===== src/rtl/ram_rd_check.sv =====
// Sequential read-back checker for a 64x8 RAM port B.
// Issues addresses 0..63 while rd_flag is high and compares each word against {2'b00, addr}.
module ram_rd_check #(
  // RAM port-B read latency in cycles; legal values are 1 and 2
  parameter int unsigned RD_LATENCY = 1
) (
  input  logic        clk,
  input  logic        rst_n,
  input  logic        rd_flag,
  output logic        ram_rd_en,
  output logic [5:0]  ram_rd_addr,
  input  logic [7:0]  ram_rd_data,
  output logic [15:0] err_cnt,
  output logic        err_flag,
  output logic        lap_done,
  output logic [7:0]  lap_cnt
);

  localparam int unsigned LastStage = RD_LATENCY - 1;

  typedef enum logic [0:0] {
    StIdle = 1'b0,
    StRead = 1'b1
  } state_e;

  state_e state_q, state_d;

  logic        ram_rd_en_q, ram_rd_en_d;
  logic [5:0]  ram_rd_addr_q, ram_rd_addr_d;
  logic [15:0] err_cnt_q, err_cnt_d;
  logic        err_flag_q, err_flag_d;
  logic        lap_done_q, lap_done_d;
  logic [7:0]  lap_cnt_q, lap_cnt_d;

  // One (valid, addr) entry per cycle of RAM read latency
  logic [RD_LATENCY-1:0]      pipe_vld_q, pipe_vld_d;
  logic [RD_LATENCY-1:0][5:0] pipe_addr_q, pipe_addr_d;

  logic       abort;
  logic       cmp_vld;
  logic [5:0] cmp_addr;
  logic       mismatch;
  logic       lap_hit;

  // State register
  always_ff @(posedge clk or negedge rst_n) begin
    if (!rst_n) begin
      state_q <= StIdle;
    end else begin
      state_q <= state_d;
    end
  end

  // Next-state logic
  always_comb begin
    state_d = state_q;
    unique case (state_q)
      StIdle: if (rd_flag)  state_d = StRead;
      StRead: if (!rd_flag) state_d = StIdle;
      default: state_d = StIdle;
    endcase
  end

  // Output logic: enable and address are registered from the next state
  always_comb begin
    ram_rd_en_d   = (state_d == StRead);
    ram_rd_addr_d = '0;
    if ((state_q == StRead) && (state_d == StRead)) begin
      ram_rd_addr_d = ram_rd_addr_q + 6'd1;
    end
  end

  assign abort = (state_q == StRead) && !rd_flag;

  // Read-tracking pipeline; leaving READ discards every read still in flight
  always_comb begin
    pipe_vld_d     = pipe_vld_q;
    pipe_addr_d    = pipe_addr_q;
    pipe_vld_d[0]  = ram_rd_en_q;
    pipe_addr_d[0] = ram_rd_addr_q;
    for (int i = 1; i < int'(RD_LATENCY); i++) begin
      pipe_vld_d[i]  = pipe_vld_q[i-1];
      pipe_addr_d[i] = pipe_addr_q[i-1];
    end
    if (abort) begin
      pipe_vld_d = '0;
    end
  end

  assign cmp_vld  = pipe_vld_q[LastStage];
  assign cmp_addr = pipe_addr_q[LastStage];
  assign mismatch = cmp_vld && (ram_rd_data != {2'b00, cmp_addr});
  assign lap_hit  = cmp_vld && (cmp_addr == 6'd63);

  // Saturating error and lap bookkeeping
  always_comb begin
    err_cnt_d  = err_cnt_q;
    err_flag_d = err_flag_q | mismatch;
    lap_done_d = lap_hit;
    lap_cnt_d  = lap_cnt_q;
    if (mismatch && (err_cnt_q != 16'hFFFF)) begin
      err_cnt_d = err_cnt_q + 16'd1;
    end
    if (lap_hit && (lap_cnt_q != 8'hFF)) begin
      lap_cnt_d = lap_cnt_q + 8'd1;
    end
  end

  always_ff @(posedge clk or negedge rst_n) begin
    if (!rst_n) begin
      ram_rd_en_q   <= 1'b0;
      ram_rd_addr_q <= '0;
      pipe_vld_q    <= '0;
      pipe_addr_q   <= '0;
      err_cnt_q     <= '0;
      err_flag_q    <= 1'b0;
      lap_done_q    <= 1'b0;
      lap_cnt_q     <= '0;
    end else begin
      ram_rd_en_q   <= ram_rd_en_d;
      ram_rd_addr_q <= ram_rd_addr_d;
      pipe_vld_q    <= pipe_vld_d;
      pipe_addr_q   <= pipe_addr_d;
      err_cnt_q     <= err_cnt_d;
      err_flag_q    <= err_flag_d;
      lap_done_q    <= lap_done_d;
      lap_cnt_q     <= lap_cnt_d;
    end
  end

  assign ram_rd_en   = ram_rd_en_q;
  assign ram_rd_addr = ram_rd_addr_q;
  assign err_cnt     = err_cnt_q;
  assign err_flag    = err_flag_q;
  assign lap_done    = lap_done_q;
  assign lap_cnt     = lap_cnt_q;

endmodule

===== config.mk =====
export PLATFORM = sky130hd
export DESIGN_NAME = ram_rd_check
export DESIGN_NICKNAME = d
export VERILOG_FILES = /design/src/rtl/ram_rd_check.sv
export SDC_FILE = /design/constraint.sdc
export NUM_CORES = 1
export LEC_CHECK = 0
export ABC_AREA = 1
export BUFFER_PORTS_ARGS = -buffer_cell sky130_fd_sc_hd__buf_4
export CAP_MARGIN = 20
export CORE_ASPECT_RATIO = 1.75
export CORE_MARGIN = 5
export CORE_UTILIZATION = 49
export DETAILED_ROUTE_END_ITERATION = 16
export PLACE_DENSITY = 0.83
export SLEW_MARGIN = 20
export SYNTH_ARGS = -nofsm -noshare
export SYNTH_HDL_FRONTEND = slang
export SYNTH_SLANG_ARGS = --single-unit

===== constraint.sdc =====
create_clock -name clk -period 1.65 [get_ports clk]
set_clock_uncertainty 0.2 [all_clocks]
set_input_delay 0.165 -clock clk [delete_from_list [all_inputs] [get_ports clk]]
set_output_delay 0.165 -clock clk [all_outputs]
set_load 0.005 [all_outputs]

==> run_results.csv <==
group,metric,value,unit
worst_setup_path,worstSetupEndpointType,"flop",
route,ant_nets,0,
route,wl_per_cell,13.3,microns
global_routing,grt_overflow,0,
global_routing,grt_pass1_vias,2337,
worst_hold_path,hp-class,"input pin to async pin",
route,dr_total_vias,2226,
layout,multi_input_area,1100,sq um
floorplanning,io_pins,44,
floorplanning,die_w,60.4,microns
layout,final_common_cell,"nand2_1",
timing,timing.final.hold_violations,0,
power,p_leak,1.58,nW
power,p_int,1.71,mW
power,p_sw,0.618,mW
layout,fill_cells,357,
cts,cts_tree,"yes",
timing,fin_tns_setup,0,ns
route,firstDrtPassIters,4,
power,pwr-share-comb,18.8,%
power,clkPwrFrac,34.5,%
floorplanning,die_y,98.2,microns
global_routing,antenna_found_initial,0,
floorplanning,rows,32,
synth,netlist_instances,293,
worst_setup_path,critical-path-slowest-cell,"dfrtp_1",
layout,nNetsFinal,388,
synth,synth-seq-cells,40,
power,swShare,26.6,%
global_routing,grt_max_degree,41,
synth,syn_area,2180,sq um
worst_setup_path,arrival,1.56,ns
floorplanning,start_util,49.9,%
power,power_frac_seq,46.7,%
synth,yosysTopAreaCell,"dfrtp_1",
synth,netlist.area_leader.share,46.0,%
placement,dp_slack,-0.117,ns
synth,synth_top_cells_by_area,"dfrtp_1, nand2_1, nor2_1",
timing,fin_ws,0.0878,ns
synth,synth_warnings,0,
route,first_iter_violations,58,
flow_run,drv_cap,0,
route,drc,0,
global_routing,grt_pass1_wl,9790,microns
power,powerDensity,770,nW/um^2
timing,finalMaxSlewViolations,0,
worst_setup_path,crit_chain,"buf_4, nand2_1, nor2_1, nand2_1, o21ai_1, nand2_1, nand3_1, nand2_1",
timing,post-route-period-util,94.7,%
synth,synth_cell_types,22,
power,finalPower,2.32,mW
timing,worst_pin_slew,0.499,ns
layout,layout_common_cells,"nand2_1, buf_4, dfrtp_1",
cts,htreeDepth,2,
layout,synthToLayoutAreaGrowth,38.8,%
placement,io_buffers,43,
worst_setup_path,slowest_delay,0.40,ns
synth,synth.avg_cell_area,7.43,sq um
worst_setup_path,critPathLaunchType,"flop",
route,routed_via_density,5.23,
layout,seq_area,1000,sq um
worst_setup_path,path_max_fanout,4,
worst_setup_path,cpMostUsedCell,"nand2_1",
worst_setup_path,worst-setup-path-type,"flop to flop",
outcome,outcome,"finished, final reports clean",
timing,min_period,1.56,ns
timing,finalSetupViolations,0,
timing,max_freq,0.640,GHz
placement,place_congestion,0.822,
cts,cts_buffers,5,
worst_setup_path,cp.required,1.64,ns
layout,final_layout_size_suffix_gt1_share,27.7,%
power,ir_drop,0.642,mV
placement,dp_hpwl,4270,microns
synth,syn_nets,307,
floorplanning,core,4360,sq um
cts,cts.path.max_buffers,2,
cts,clkTransAtPathRegs,0.08,ns
cts,root_buffer,"clkbuf_8",
global_routing,track_usage,21.6,%
cts,clkSinkCount,40,
timing,max_slew_margin,66.7,%
floorplanning,dieArea,5930,sq um
route,drt_wl_total,5650,microns
synth,ys_seq_area_share,46.0,%
layout,diodes,0,
cts,clk-insertion-delay-late,0.30,ns
## state kept, by name, summed over array words and instances, names as in the netlist
register     flops
err_flag         1
lap_cnt          8
err_cnt         16
cmp_addr         6
cmp_vld          1
ram_rd_addr      6
lap_done         1
ram_rd_en        1
## layout make-up
cell class / count / area share, %
tap: 51 / 2.11
clock inverter: 2 / 1.16
multi-input combinational: 218 / 36.6
timing repair buffer: 79 / 20.8
inverter: 30 / 3.81
sequential: 40 / 33.2
clock buffer: 6 / 2.40
## layer usage
layer,up-vias,global-route usage (%),wire (microns)
met2,55,39.6,3230
met3,19,3.97,246
li1,1098,-,-
met4,0,11.8,203
met1,1054,21.4,1970
met5,-,0,0
## power groups by stage
stage	logic, mW	registers, mW	clock network [mW]
final	0.438	1.08	0.802
after detailed placement	0.429	1.10	0
after global placement	0.415	1.10	0
after floorplan	0.148	1.13	0
after CTS	0.434	1.08	0.814
after global routing	0.486	1.09	0.851
## timing repair
action                                  4_1_cts  5_1_grt
hold endpoints to repair                     41        0
gates resized for setup                       3       15
hold buffers                                  2        0
pin swaps                                     3        9
buffers inserted                              4        4
endpoints found under the setup margin        6       25
## cell usage after synthesis (all sizes together)
cell and count:
a21oi 4, buf 4, clkbuf 1, dfrtp 40
ha 3, inv 30, nand2 106, nand3 24
nand3b 2, nand4 18, nor2 38, nor3 3
o21ai 9, or2 1, xnor2 5, xor2 5
## worst max-delay path, delay by kind of cell, from the launching register on
kind / cells / cell delay (ns)
AO/OA/AOI/OAI: 1 / 0.15
buffers and inverters: 1 / 0.15
flip-flops: 1 / 0.40
AND/OR/NAND/NOR: 6 / 0.55
## final timing paths
check                           slack (ns)  depth (start not counted)            from          end
worst max register to register        0.09                          8      err_cnt[1]  err_cnt[15]
worst max-delay path                  0.09                          8      err_cnt[1]  err_cnt[15]
worst min register to register        0.22                          0  ram_rd_addr[4]  cmp_addr[4]
min in group clk                      0.22                          0  ram_rd_addr[4]  cmp_addr[4]
worst min-delay path                  0.17                          2           rst_n   err_cnt[3]
max in group asynchronous             0.72                          2           rst_n     err_flag
## kinds of logic (layout without fill, tap and decap cells)
kind of cell               after synthesis  after routing  synth area share [%]
adders and majority gates                3              3                  1.73
and+or+nand+nor                        192            192                  38.7
buffers and inverters                   35            117                  6.55
xor gates and xnor gates                10             10                  4.03
DFF                                     40             40                  46.0
AOI/OAI and AO/OA                       13             13                  2.99
## through the flow
stage	std cells	utilization, %	area [sq um]	hold WS [ns]
detailed placement	409	63.4	2770	-0.0290
finish	426	69.2	3020	0.171
global placement	409	63.4	2770	-0.0312
global route	426	69.2	3020	0.226
floorplan	293	-	2200	-0.331
CTS	423	67.3	2940	0.188
(Power assumes the default switching activity.)
